**src/rtl/mem_port_ctrl.sv**
```systemverilog
// rtl/mem_port_ctrl.sv - fetch/load-store arbiter driving the single unified Memory port
module mem_port_ctrl #(
    parameter logic [31:0] IM_BASE  = 32'h0000_3000,
    parameter bit          LS_FIRST = 1'b1
) (
    input  logic        clk,
    input  logic        rst,
    input  logic        IfReq_i,
    input  logic [31:0] IfAddr_i,
    output logic        IfGnt_o,
    output logic        IfValid_o,
    output logic [31:0] Instr_o,
    input  logic        LsReq_i,
    input  logic        LsWrite_i,
    input  logic [1:0]  LsSize_i,
    input  logic        LsUnsigned_i,
    input  logic [31:0] LsAddr_i,
    input  logic [31:0] LsWData_i,
    output logic        LsGnt_o,
    output logic        LsValid_o,
    output logic        LsFault_o,
    output logic [31:0] LsRData_o,
    output logic [31:0] MemAddr_o,
    output logic [31:0] MemDataIn_o,
    output logic        MemWrite_o,
    output logic [3:0]  MemBE_o,
    output logic        MemSign_o,
    input  logic [31:0] MemDataOut_i
);

    typedef enum logic [1:0] {IDLE, ACCESS, RESP} state_t;

    state_t      state;
    logic        src_ls;
    logic        lat_write;
    logic        lat_unsigned;
    logic        lat_fault;
    logic [1:0]  lat_size;
    logic [31:0] lat_addr;
    logic [31:0] lat_wdata;
    logic        ls_fault_c;
    logic [3:0]  ls_be;

    always_comb begin
        IfGnt_o = 1'b0;
        LsGnt_o = 1'b0;
        if (state == IDLE) begin
            LsGnt_o = LsReq_i && !(IfReq_i && !LS_FIRST);
            IfGnt_o = IfReq_i && !(LsReq_i && LS_FIRST);
        end
    end

    // Stores into IM are refused; only LS requests can fault.
    always_comb begin
        ls_fault_c = (LsSize_i == 2'b11)
                   || ((LsSize_i == 2'b01) && LsAddr_i[0])
                   || ((LsSize_i == 2'b10) && (LsAddr_i[1:0] != 2'b00))
                   || (LsWrite_i && (LsAddr_i >= IM_BASE));
    end

    always_comb begin
        case (lat_size)
            2'b00:   ls_be = 4'b0001 << lat_addr[1:0];
            2'b01:   ls_be = lat_addr[1] ? 4'b1100 : 4'b0011;
            default: ls_be = 4'b1111;
        endcase
    end

    // Memory is driven only while the state register says ACCESS.
    always_comb begin
        MemAddr_o   = 32'd0;
        MemDataIn_o = 32'd0;
        MemWrite_o  = 1'b0;
        MemBE_o     = 4'b0000;
        MemSign_o   = 1'b0;
        if (state == ACCESS) begin
            if (src_ls) begin
                MemAddr_o   = lat_addr;
                MemDataIn_o = lat_wdata;
                MemWrite_o  = lat_write;
                MemBE_o     = ls_be;
                MemSign_o   = ~lat_unsigned;
            end else begin
                MemAddr_o   = {lat_addr[31:2], 2'b00};
                MemBE_o     = 4'b1111;
            end
        end
    end

    always_comb begin
        IfValid_o = (state == RESP) && !src_ls;
        LsValid_o = (state == RESP) && src_ls;
        LsFault_o = (state == RESP) && src_ls && lat_fault;
    end

    always_ff @(posedge clk or negedge rst) begin
        if (!rst) begin
            state        <= IDLE;
            src_ls       <= 1'b0;
            lat_write    <= 1'b0;
            lat_unsigned <= 1'b0;
            lat_fault    <= 1'b0;
            lat_size     <= 2'b00;
            lat_addr     <= 32'd0;
            lat_wdata    <= 32'd0;
            Instr_o      <= 32'd0;
            LsRData_o    <= 32'd0;
        end else begin
            case (state)
                IDLE: begin
                    if (LsGnt_o) begin
                        src_ls       <= 1'b1;
                        lat_write    <= LsWrite_i;
                        lat_unsigned <= LsUnsigned_i;
                        lat_fault    <= ls_fault_c;
                        lat_size     <= LsSize_i;
                        lat_addr     <= LsAddr_i;
                        lat_wdata    <= LsWData_i;
                        if (ls_fault_c) begin
                            LsRData_o <= 32'd0;
                            state     <= RESP;
                        end else begin
                            state     <= ACCESS;
                        end
                    end else if (IfGnt_o) begin
                        src_ls       <= 1'b0;
                        lat_write    <= 1'b0;
                        lat_unsigned <= 1'b0;
                        lat_fault    <= 1'b0;
                        lat_size     <= 2'b10;
                        lat_addr     <= IfAddr_i;
                        lat_wdata    <= 32'd0;
                        state        <= ACCESS;
                    end
                end
                ACCESS: begin
                    if (src_ls) begin
                        if (!lat_write) LsRData_o <= MemDataOut_i;
                    end else begin
                        Instr_o <= MemDataOut_i;
                    end
                    state <= RESP;
                end
                RESP:    state <= IDLE;
                default: state <= IDLE;
            endcase
        end
    end

endmodule

```
**config.mk**
```make
export PLATFORM = sky130hd
export DESIGN_NAME = mem_port_ctrl
export DESIGN_NICKNAME = d
export VERILOG_FILES = /design/src/rtl/mem_port_ctrl.sv
export SDC_FILE = /design/constraint.sdc
export NUM_CORES = 1
export LEC_CHECK = 0
export ABC_CLOCK_PERIOD_IN_PS = 3000
export CAP_MARGIN = 20
export CORE_MARGIN = 1.5
export CORE_UTILIZATION = 25
export CTS_BUF_LIST = sky130_fd_sc_hd__clkbuf_4
export DETAILED_ROUTE_END_ITERATION = 16
export PLACE_DENSITY = 0.54
export SYNTH_ARGS = -nofsm -noshare
export SYNTH_HDL_FRONTEND = slang
export SYNTH_SLANG_ARGS = --single-unit
```
**constraint.sdc**
```tcl
create_clock -name clk -period 3 [get_ports clk]
set_input_delay 0.45 -clock clk [delete_from_list [all_inputs] [get_ports clk]]
set_output_delay 0.45 -clock clk [all_outputs]
set_load 0.01 [all_outputs]
```
==> qor.txt <==
Critical Path Sink Type: primary output
Pwr Density: 834 nW/µm²
CP Launch Type: register
syn nets: 655
Worst slew margin: 0.642
Max-cap violations: 0
Core Util, Final: 0.396
CP Cell Sequence: nor2_1, nand2_1, inv_2, clkdlybuf4s50_1
Comb power frac: 0.450
DR vias: 5005
Via density: 4.46
DPL Wire Length: 13400 µm
I/O Pins: 275
EDFF count, synth: 0
leakage: 0.00409 µW
Reg2Reg Setup Slack: 0.90 ns
sequential area share after synthesis: 0.557
Final Hold Vio Count: 0
Die H: 159 µm
DR WL met2: 8700 µm
overall die area: 25400 µm²
ANT cells: 0
Crit Path Category: reg2out
largest net degree at the start of global routing: 67
switching power: 2870 µW
CTS root buf: clkbuf_4
routed wl met3: 1290 µm
Num CTS Buffers: 17
drt drc: 0
post-detailed-route count of antenna-violating nets: 0
Slew @ Worst Pin: 0.537 ns
fin crit period: 2.80 ns
number of synthesized register bits: 136
internal power: 5120 µW
H-tree levels: 4
share of flip-flops with an asynchronous set or reset: 1.00
layout cells sized above 1: 0.115
1st-iter DRT viols: 215
syn avg cell area: 11.8 µm²
1st-pass router iterations: 6
clk slew on worst S/H paths: 0.14 ns
Syn Inst Count: 519
number of global-route vias before repair: 5154
critical path data required time: 2.55 ns
starting density of the core: 0.253
Max rail drop VDD: 0.000352 V
first-pass GRT wire length: 30300 µm
post-route setup TNS: 0 ns
initial antenna violation count: 0
clock latency on the worst-skew pair: 0.54 ns
Sw Ratio: 0.359
clk_skew: 0.0273 ns
final setup fails: 0
CP peak stage delay: 0.60 ns
clock share of power: 0.174
Distinct cells, synth: 33
Post-CTS Setup Bufs: 0
gpl congestion: 0.752
fmax: 357 MHz
Final Net Count: 922
routed length per placed instance: 17.0 µm
GRT Residual Overflow: 0
Slowest-stage cell, CP: clkdlybuf4s50_1
Die W: 159 µm
PostCTS Resize Cnt: 0
clk buf depth: 2
synthesized cell area: 6110 µm²
max-slew violations: 0
IO buf count: 274
FP Rows: 57
Routed Wire Length: 19000 µm
Ys Warns: 0
CP arrival: 2.35 ns
Top Layer Used: met4
area grow syn2layout: 56.8%
prevailing post-synth register cell: dfrtp_1
critical path peak fanout: 7
TritonCTS clock tree: built
met1 WL: 8730 µm
Total GRT Usage: 0.153
Seq pwr share: 0.376
floorplan core area: 24200 µm²
HP Class: in2async
RSZ-0062 raised after global routing: false
TritonCTS Sinks: 136
status: finished clean
Period Utilization, post-route: 0.934
R2R cell count: 6
==> layout make-up <==
cell class / count / area [µm²]
Fill cell: 2373 / 14600
Inverter: 4 / 15.0
Timing Repair Buffer: 290 / 2900
Multi-Input combinational cell: 337 / 2530
Clock inverter: 15 / 190
Tap cell: 324 / 405
Clock buffer: 17 / 128
Sequential cell: 136 / 3400
==> layer usage <==
layer / up-vias / global-route usage
met2: 173 / 0.237
met4: 0 / 0.0463
met3: 15 / 0.0521
li1: 2415 / -
met1: 2402 / 0.203
met5: - / 0
==> kinds of logic after synthesis <==
kind of cell,Yosys count,synth area share
AO/OA/AOI/OAI,119,0.153
buffers and inverters,46,0.0346
flip-flops,136,0.557
multiplexers,64,0.111
AND/OR/NAND/NOR,154,0.143
==> cells in the final DEF (no fill, tap or decap), types with 3 or more instances in the layout <==
cell,count
inv_6,6
and2_1,32
bufinv_16,3
dfrtp_1,136
a22o_1,35
nand2_1,38
clkbuf_4,17
nor2b_1,33
a221o_1,30
mux2_2,32
clkdlybuf4s50_1,273
nor4_2,3
nor2_1,5
a21oi_1,5
mux2i_1,32
inv_1,3
buf_12,3
and3_1,34
o21ai_0,36
clkinvlp_4,4
buf_4,12
==> power by group through the flow <==
stage,clock (µW),combinational [µW],sequential (µW)
finish,1390,3590,3010
global route,1520,3920,3120
CTS,1450,3660,3010
detailed placement,0,3650,3050
global placement,0,3640,3030
floorplan,0,1750,3070
==> final timing paths <==
| kind | to | startpoint |
|---|---|---|
| setup / recovery | LsGnt_o | state[1] |
| hold / removal | Instr_o[11] | rst |
| setup reg to reg | lat_addr[26] | state[1] |
| hold reg to reg | lat_addr[6] | lat_addr[6] |
| max in group asynchronous | state[1] | rst |
| min in group clk | lat_addr[6] | lat_addr[6] |
==> repair_timing <==
item	CTS	global route
endpoints found under the setup margin	0	0
endpoints found under the hold margin	51	0
hold buffers	1	0
==> critical path: cells and delay by family (launching register included) <==
family | cells | cell delay [ns]
DFF | 1 | 0.50
and+or+nand+nor | 2 | 0.60
buffers and inverters | 2 | 0.74
==> cells in the mapped netlist (2+ instances only) <==
cell / number / area share
and2_1: 32 / 0.033
o21ai_0: 37 / 0.030
buf_2: 13 / 0.011
nor2_1: 6 / 0.0037
and3_1: 34 / 0.035
nor2b_1: 34 / 0.035
mux2_2: 32 / 0.059
a21oi_1: 6 / 0.0049
clkbuf_1: 25 / 0.015
inv_1: 3 / 0.0018
a22o_1: 35 / 0.050
dfrtp_1: 136 / 0.56
nor4_2: 3 / 0.0061
buf_6: 3 / 0.0055
nand2b_1: 2 / 0.0020
a211oi_1: 2 / 0.0025
mux2i_1: 32 / 0.052
a221o_2: 2 / 0.0037
nand2_1: 38 / 0.023
a221o_1: 30 / 0.049
o21bai_1: 2 / 0.0025
==> state kept, by name, indices dropped and copies added (netlist names) <==
name	flops
Instr_o	32
LsRData_o	32
lat_addr	32
lat_fault	1
lat_size	2
lat_unsigned	1
lat_wdata	32
lat_write	1
src_ls	1
state	2
==> metrics by stage <==
step | std cells | setup WS [ns] | power [µW] | cell area (µm²) | hold slack (ns)
5_1_grt | 1123 | 0.0112 | 8550 | 9580 | 0.402
6_report | 1123 | 0.197 | 7990 | 9580 | 0.407
3_3_place_gp | 1090 | 0.530 | 6670 | 9250 | 0.446
2_1_floorplan | 519 | 1.25 | 4830 | 6110 | 0.154
4_1_cts | 1123 | 0.0794 | 8120 | 9580 | 0.385
3_5_place_dp | 1090 | 0.470 | 6700 | 9250 | 0.449
Note: power is estimated with default switching activity, not from simulation.
